<file path="src/rtl/ibex_cheri_alu_sched.sv">
// Arbitrates the shared EX-stage ALU adder between the integer/multdiv path and the CHERI ALU,
// sequencing multi-pass CHERI operations and handing their completion to writeback.
module ibex_cheri_alu_sched #(
    parameter int unsigned MaxPasses = 4,
    parameter int unsigned PassCntW  = $clog2(MaxPasses + 1)
) (
    input  logic                clk_i,
    input  logic                rst_ni,
    input  logic                cheri_req_i,
    input  logic [PassCntW-1:0] cheri_num_passes_i,
    input  logic                int_alu_req_i,
    input  logic                kill_i,
    input  logic                ex_ready_i,
    input  logic [32:0]         alu_result_i,
    output logic                cheri_ack_o,
    output logic                cheri_grant_o,
    output logic [PassCntW-1:0] cheri_pass_idx_o,
    output logic [32:0]         prev_result_o,
    output logic                int_stall_o,
    output logic                cheri_busy_o,
    output logic                cheri_done_o,
    output logic                cheri_err_o
);

    typedef enum logic [1:0] {
        StIdle,
        StRun,
        StDone
    } state_e;

    localparam logic [PassCntW-1:0] MaxPassesW = PassCntW'(MaxPasses);
    localparam logic [PassCntW-1:0] OnePass    = PassCntW'(1);

    state_e              state_q, state_d;
    logic [PassCntW-1:0] passes_q, passes_d;
    logic [PassCntW-1:0] pass_idx_q, pass_idx_d;
    logic [32:0]         prev_result_q, prev_result_d;
    logic                err_q, err_d;

    logic [PassCntW-1:0] req_passes;
    logic                req_err;
    logic                accept;

    // A zero count still needs one adder pass; oversize counts saturate and flag an error.
    always_comb begin
        req_passes = cheri_num_passes_i;
        req_err    = 1'b0;
        if (cheri_num_passes_i == '0) begin
            req_passes = OnePass;
        end else if (cheri_num_passes_i > MaxPassesW) begin
            req_passes = MaxPassesW;
            req_err    = 1'b1;
        end
    end

    // The integer path wins any same-cycle contention while idle.
    assign accept = (state_q == StIdle) & cheri_req_i & ~int_alu_req_i & ~kill_i;

    always_comb begin
        state_d       = state_q;
        passes_d      = passes_q;
        pass_idx_d    = pass_idx_q;
        prev_result_d = prev_result_q;
        err_d         = err_q;
        cheri_ack_o   = 1'b0;
        cheri_grant_o = 1'b0;
        int_stall_o   = 1'b0;
        cheri_done_o  = 1'b0;
        cheri_err_o   = 1'b0;

        unique case (state_q)
            StIdle: begin
                if (accept) begin
                    cheri_ack_o = 1'b1;
                    passes_d    = req_passes;
                    err_d       = req_err;
                    pass_idx_d  = '0;
                    state_d     = StRun;
                end
            end
            StRun: begin
                cheri_grant_o = 1'b1;
                int_stall_o   = int_alu_req_i;
                prev_result_d = alu_result_i;
                if (pass_idx_q == passes_q - OnePass) begin
                    state_d = StDone;
                end else begin
                    pass_idx_d = pass_idx_q + OnePass;
                end
            end
            StDone: begin
                cheri_done_o = 1'b1;
                cheri_err_o  = err_q;
                if (ex_ready_i) begin
                    state_d = StIdle;
                end
            end
            default: begin
                state_d = StIdle;
            end
        endcase

        if (kill_i) begin
            state_d       = StIdle;
            pass_idx_d    = '0;
            prev_result_d = '0;
            err_d         = 1'b0;
        end
    end

    always_ff @(posedge clk_i or negedge rst_ni) begin
        if (!rst_ni) begin
            state_q       <= StIdle;
            passes_q      <= '0;
            pass_idx_q    <= '0;
            prev_result_q <= '0;
            err_q         <= 1'b0;
        end else begin
            state_q       <= state_d;
            passes_q      <= passes_d;
            pass_idx_q    <= pass_idx_d;
            prev_result_q <= prev_result_d;
            err_q         <= err_d;
        end
    end

    assign cheri_pass_idx_o = pass_idx_q;
    assign prev_result_o    = prev_result_q;
    assign cheri_busy_o     = (state_q != StIdle);

    a_grant_only_in_run : assert property (
        @(posedge clk_i) disable iff (!rst_ni) cheri_grant_o |-> (state_q == StRun));
    a_stall_only_in_run : assert property (
        @(posedge clk_i) disable iff (!rst_ni) int_stall_o |-> (state_q == StRun));
    a_run_passes_legal : assert property (
        @(posedge clk_i) disable iff (!rst_ni)
        (state_q == StRun) |-> (passes_q != '0 && passes_q <= MaxPassesW));

endmodule
</file>
<file path="config.mk">
export PLATFORM = sky130hd
export DESIGN_NAME = ibex_cheri_alu_sched
export DESIGN_NICKNAME = d
export VERILOG_FILES = /design/src/rtl/ibex_cheri_alu_sched.sv
export SDC_FILE = /design/constraint.sdc
export NUM_CORES = 1
export LEC_CHECK = 0
export CORE_UTILIZATION = 41
export DETAILED_ROUTE_END_ITERATION = 12
export MAX_ROUTING_LAYER = met4
export PLACE_DENSITY = 0.87
export SLEW_MARGIN = 20
export SYNTH_ARGS = -nofsm -noshare
export SYNTH_HDL_FRONTEND = slang
export SYNTH_SLANG_ARGS = --single-unit
</file>
<file path="constraint.sdc">
create_clock -name clk_i -period 2 [get_ports clk_i]
set_input_delay 0.4 -clock clk_i [delete_from_list [all_inputs] [get_ports clk_i]]
set_output_delay 0.4 -clock clk_i [all_outputs]
set_load 0.02 [all_outputs]
</file>
==> impl_metrics.env, run 1 <==
export IMPL_outcome="completed"
export IMPL_synthArstFlopShare_pct=100
export IMPL_rows=23
export IMPL_fp_dieW_um=68.5
export IMPL_clkTransAtPathRegs_ns=0.08
export IMPL_worstSetupPathType="reg -> out"
export IMPL_ir_worst_vdd_mv=0.481
export IMPL_ioPinCount=84
export IMPL_die_area_um2=4690
export IMPL_synth_top_area_share_pct=58.1
export IMPL_fmax_ghz=0.535
export IMPL_worst_pin_slew_ns=0.782
export IMPL_ys_ff_latch=42
export IMPL_fillers=334
export IMPL_synthCells=197
export IMPL_synth_compound_area_share_pct=14.0
export IMPL_first_pass_iters=4
export IMPL_wire_per_inst_um=12.7
export IMPL_cts_tree="done"
export IMPL_die_h_um=68.5
export IMPL_htreeDepth=2
export IMPL_synthesis_nets=241
export IMPL_io_buffers=83
export IMPL_cp_max_fo=4
export IMPL_synth_top_area_cell="dfrtp_1"
export IMPL_p_leak_nw=1.27
export IMPL_synth_ff_type="dfrtp_1"
export IMPL_yosysWarnings=0
export IMPL_ant_nets=0
export IMPL_grt_pass1_wl_mm=6.92
export IMPL_drive_above_1_share_pct=7.37
export IMPL_mostFrequentLayoutCells="76 x clkdlybuf4s50_1, 69 x nand2_1, 42 x dfrtp_1"
export IMPL_cts_made_buffers=5
export IMPL_start_kind="flip-flop"
export IMPL_grt_usage_pct=20.7
export IMPL_cts_hold_buf=0
export IMPL_place_congestion=0.886
export IMPL_synth_enable_flop_cells=0
export IMPL_grt_pass1_vias=1529
export IMPL_synthMuxAreaShare_pct=0.622
export IMPL_core_area_um2=4120
export IMPL_insertion_delay_ns=0.28
export IMPL_reg2reg_depth=6
export IMPL_synth_top_family_by_area="simple AND/OR/NAND/NOR gates"
export IMPL_grt_overflow=0
export IMPL_max_cap_viol_count=0
export IMPL_first_iter_violations=109
export IMPL_clockBufferDepth=2
export IMPL_end_kind="output port"
export IMPL_synthXorXnorAreaFrac_pct=2.21
export IMPL_powerDensity_nw_per_um2=737
export IMPL_start_util_pct=44.0
export IMPL_cts_root_buf="clkbuf_8"
export IMPL_worstPathArrival_ns=1.47
export IMPL_synth_cell_types=30
export IMPL_avgSynthCellArea_um2=9.19
export IMPL_drc_errors=0
export IMPL_synth_area_um2=1810
export IMPL_crit_required_ns=1.60
export IMPL_synthAdderAreaFrac_pct=1.38
export IMPL_grt_max_degree=39
export IMPL_period_share_pct=93.5
export IMPL_synth_area_leaders="dfrtp_1 58%, nand2_1 14%, a21oi_1 9.7%, clkbuf_1 1.9%, ha_1 1.4%"
export IMPL_setup_viol=0
export IMPL_dpl_hpwl_mm=3.09
export IMPL_final_cells=335
export IMPL_synth_simple_area_share_pct=20.2
export IMPL_hold_slack_ns=0.194
export IMPL_hold_violations=0
export IMPL_placedCellCount=327
export IMPL_area_delta_synth_final_pct=54.9
export IMPL_layout_commonest_cell="clkdlybuf4s50_1"
export IMPL_slew_limit_headroom_pct=47.8
export IMPL_ys_seq_area_share_pct=58.1
export IMPL_period_needed_ns=1.87
export IMPL_hp_class="in -> async"
export IMPL_nets=328
export IMPL_rsz0062_at_grt="false"
export IMPL_viasPerCell=4.93
export IMPL_vias=1653
export IMPL_wirelength_mm=4.27
export IMPL_cts_sinks=42
export IMPL_post_cts_setup_buffers=0
export IMPL_drv_slew=0
export IMPL_diodes=0
export IMPL_fin_skew_ns=0.00434
export IMPL_antenna_found_initial=0
==> worst max-delay path: stages, from the launching register on <==
cell             delay, ns
dfrtp_1               0.40
or2_1                 0.28
nor3_2                0.18
clkdlybuf4s15_1       0.32
==> kinds of logic after synthesis <==
| kind of cell | after synthesis |
|---|---|
| adder cells (fa/ha/maj) | 2 |
| buffers and inverters | 17 |
| AO/OA/AOI/OAI | 46 |
| flip-flops | 42 |
| AND/OR/NAND/NOR | 86 |
| multiplexers | 1 |
| XOR/XNOR | 3 |
==> stage by stage <==
stage          setup WS [ns]  instance area [um2]  util (%)  TNS [ns]  power [mW]
2_1_floorplan          0.109                 1810         -         0        1.28
5_1_grt              0.00808                 2810      68.2         0        2.21
6_report               0.130                 2810      68.2         0        2.07
3_3_place_gp          -0.127                 2720      66.0    -0.212        1.56
3_5_place_dp          -0.146                 2720      66.0    -0.286        1.58
4_1_cts               0.0514                 2800      68.0         0        2.10
==> report_power, final <==
part,switching [mW],internal [mW]
Combinational,0.299,0.285
Sequential,0.0437,0.921
Clock,0.272,0.246
Total,0.615,1.45
==> layer usage <==
metal / up-vias / wire (um) / track usage, %
li1: 816 / - / -
met1: 768 / 1730 / 24.5
met2: 64 / 2210 / 34.3
met3: 5 / 296 / 5.50
met4: 0 / 32 / 6.25
met5: - / 0 / -
==> repair_timing <==
item	CTS	global route
cloned	0	0
setup endpoints to repair	4	3
gates resized for setup	4	3
hold endpoints to repair	0	0
==> sequential cells by signal, summed over array words and instances (netlist names) <==
signal,flops
prev_result_o,33
cheri_pass_idx_o,3
passes_q,3
state_q,2
err_q,1
==> cell type report <==
cell class	count	area [um2]	area share [%]
clock buffer	6	72.6	2.59
multi-input combinational	138	694	24.8
inverter	6	23.8	0.847
timing repair buffer	91	887	31.6
tap	50	62.6	2.23
sequential	42	1050	37.5
clock inverter	2	13.8	0.491
==> cells in the mapped netlist, drive strengths merged (2+ instances only) <==
master and instances:
and2 2, inv 5, a21oi 35, a21o 3, nand2 69, nand3 2, a22o 2, o21ai 4
buf 2, nand2b 2, nor2 3, xor2 2, ha 2, clkbuf 9, dfrtp 42, nor3 2
==> final timing paths <==
| path | from | slack [ns] | endpoint |
|---|---|---|---|
| worst min-delay path | rst_ni | 0.19 | prev_result_o[17] |
| worst max register to register | passes_q[0] | 0.15 | cheri_pass_idx_o[2] |
| max in group asynchronous | rst_ni | 1.24 | prev_result_o[2] |
| worst max-delay path | state_q[0] | 0.13 | cheri_ack_o |
| min in group clk_i | passes_q[2] | 0.52 | passes_q[2] |
| worst min register to register | passes_q[2] | 0.52 | passes_q[2] |
No activity file was read; power rests on OpenSTA's default activity.
==> run 2, diff against run 1 <==
- HOLD_SLACK_MARGIN: default -> 0.03
==> results of run 2 <==
Same layout as run 1: the final DEF is identical, and so are final timing and power.
==> run 3, diff against run 2 <==
- SETUP_SLACK_MARGIN: default -> 0.4
==> run 3 against run 2 <==
Against the previous run: combinational power increased by 17%; worst setup slack improved by 0.14 ns; maximum frequency increased by 8.3%; global-route usage increased by 0.65 points; core utilization increased by 4.6 points; critical endpoint unchanged; highest routed layer unchanged.
==> impl_metrics.env, run 3 (same netlist as run 1, synthesis figures left out) <==
export IMPL_outcome="completed"
export IMPL_cp_slowest_cell="dfrtp_1"
export IMPL_first_iter_violations=83
export IMPL_period_share_pct=86.4
export IMPL_grt_max_degree=35
export IMPL_period_needed_ns=1.73
export IMPL_drive_above_1_share_pct=15.6
export IMPL_htreeDepth=2
export IMPL_die_area_um2=4690
export IMPL_viasPerCell=5.08
export IMPL_cts_made_buffers=5
export IMPL_wire_per_inst_um=14.3
export IMPL_core_area_um2=4120
export IMPL_grt_met2_usage_pct=37.0
export IMPL_hold_violations=0
export IMPL_place_area_um2=2730
export IMPL_placedCellCount=327
export IMPL_fin_skew_ns=0.00529
export IMPL_fillers=318
export IMPL_io_buffers=83
export IMPL_cts_hold_buf=0
export IMPL_final_cells=344
export IMPL_start_kind="flip-flop"
export IMPL_rsz0062_at_grt="true"
export IMPL_wirelength_mm=4.94
export IMPL_nets=337
export IMPL_area_delta_synth_final_pct=65.4
export IMPL_cts_tree="done"
export IMPL_drv_slew=0
export IMPL_place_congestion=0.751
export IMPL_ir_worst_vdd_mv=0.420
export IMPL_setup_viol=0
export IMPL_antenna_found_initial=0
export IMPL_met3_usage_pct=4.00
export IMPL_cts_sinks=42
export IMPL_rows=23
export IMPL_worst_pin_slew_ns=0.509
export IMPL_ant_nets=0
export IMPL_die_h_um=68.5
export IMPL_path_cells="or2_4 -> nor3_4 -> buf_6"
export IMPL_crit_required_ns=1.60
export IMPL_grt_busiest_layer="met2"
export IMPL_powerDensity_nw_per_um2=771
export IMPL_cts_root_buf="clkbuf_8"
export IMPL_fin_area_um2=3000
export IMPL_ioPinCount=84
export IMPL_end_kind="output port"
export IMPL_worstPathArrival_ns=1.33
export IMPL_fp_dieW_um=68.5
export IMPL_clkTransAtPathRegs_ns=0.08
export IMPL_r2r_slack_ns=0.40
export IMPL_layout_commonest_cell="nand2_1"
export IMPL_insertion_delay_ns=0.29
export IMPL_grt_pass1_wl_mm=7.10
export IMPL_diodes=0
export IMPL_vias=1748
export IMPL_largest_reg_flops=33
export IMPL_hp_class="in -> async"
export IMPL_first_pass_iters=4
export IMPL_worstSetupPathType="reg -> out"
export IMPL_max_cap_viol_count=0
export IMPL_mostFrequentLayoutCells="69 x nand2_1, 41 x dfrtp_1, 37 x clkdlybuf4s50_1, 37 x dlygate4sd2_1, 35 x a21oi_1"
export IMPL_slew_limit_headroom_pct=66.0
export IMPL_met1_usage_pct=25.0
export IMPL_slowest_delay_ns=0.44
export IMPL_start_util_pct=44.0
export IMPL_clockBufferDepth=2
export IMPL_p_leak_nw=1.51
export IMPL_grt_usage_pct=21.4
export IMPL_drc_errors=0
export IMPL_dpl_hpwl_mm=3.16
export IMPL_cp_max_fo=4
export IMPL_grt_pass1_vias=1638
export IMPL_fmax_ghz=0.579
export IMPL_grt_overflow=0
## run 3: cell types whose count changed in the layout (fill, tap and decap cells not counted), sizes merged, moves of 2 or more
cell,change
clkinv,-2
clkdlybuf4s50,-39
clkbuf,+2
dlygate4sd2,+34
buf,+13
## run 3: layout make-up
| class | count | area (um2) | area share (%) |
|---|---|---|---|
| clock buffer | 7 | 76.3 | 2.55 |
| clock inverter | 1 | 30.0 | 1.00 |
| inverter | 6 | 28.8 | 0.961 |
| multi-input combinational | 138 | 751 | 25.1 |
| sequential | 42 | 1050 | 35.1 |
| tap | 50 | 62.6 | 2.09 |
| timing repair buffer | 100 | 995 | 33.2 |
## run 3: layer usage
metal | wire [um] | up-vias
met1 | 2140 | 838
met4 | 38 | 0
li1 | - | 835
met3 | 302 | 5
met2 | 2460 | 70
met5 | 0 | -
## run 3: worst paths after layout
check,start,end,depth (start not counted)
hold reg to reg,prev_result_o[29],prev_result_o[29],2
min in group clk_i,prev_result_o[29],prev_result_o[29],2
hold / removal,rst_ni,prev_result_o[2],1
setup / recovery,state_q[0],cheri_ack_o,3
setup reg to reg,passes_q[0],cheri_pass_idx_o[2],6
max in group asynchronous,rst_ni,state_q[1],2
## run 3: through the flow
stage	power [mW]	worst slack [ns]	util, %	TNS, ns	hold WS (ns)
2_1_floorplan	1.29	0.401	-	0	0.104
3_3_place_gp	1.56	-0.153	66.3	-0.328	0.391
3_5_place_dp	1.58	-0.157	66.3	-0.412	0.400
4_1_cts	2.22	0.244	69.4	0	0.0877
5_1_grt	2.42	0.235	72.8	0	0.111
6_report	2.31	0.273	72.8	0	0.0680
## run 3: power breakdown
| part | internal (mW) | leakage (nW) | total (mW) | switching (mW) |
|---|---|---|---|---|
| combinational | 0.339 | 0.889 | 0.685 | 0.346 |
| clock | 0.374 | 0.0524 | 0.657 | 0.283 |
| sequential | 0.921 | 0.570 | 0.967 | 0.0457 |
| total | 1.63 | 1.51 | 2.31 | 0.675 |
## run 3: repair_timing
| item | in CTS | in global routing |
|---|---|---|
| pin swaps | 1 | 2 |
| buffers inserted | 2 | 5 |
| gates cloned | 1 | 1 |
| setup endpoints to repair | 45 | 8 |
| resized for setup | 70 | 24 |
## run 3: critical path, delay by kind of cell (launching register included)
| family | cells | cell delay [ns] |
|---|---|---|
| AND/OR/NAND/NOR | 2 | 0.45 |
| buffers and inverters | 1 | 0.15 |
| flip-flops | 1 | 0.44 |
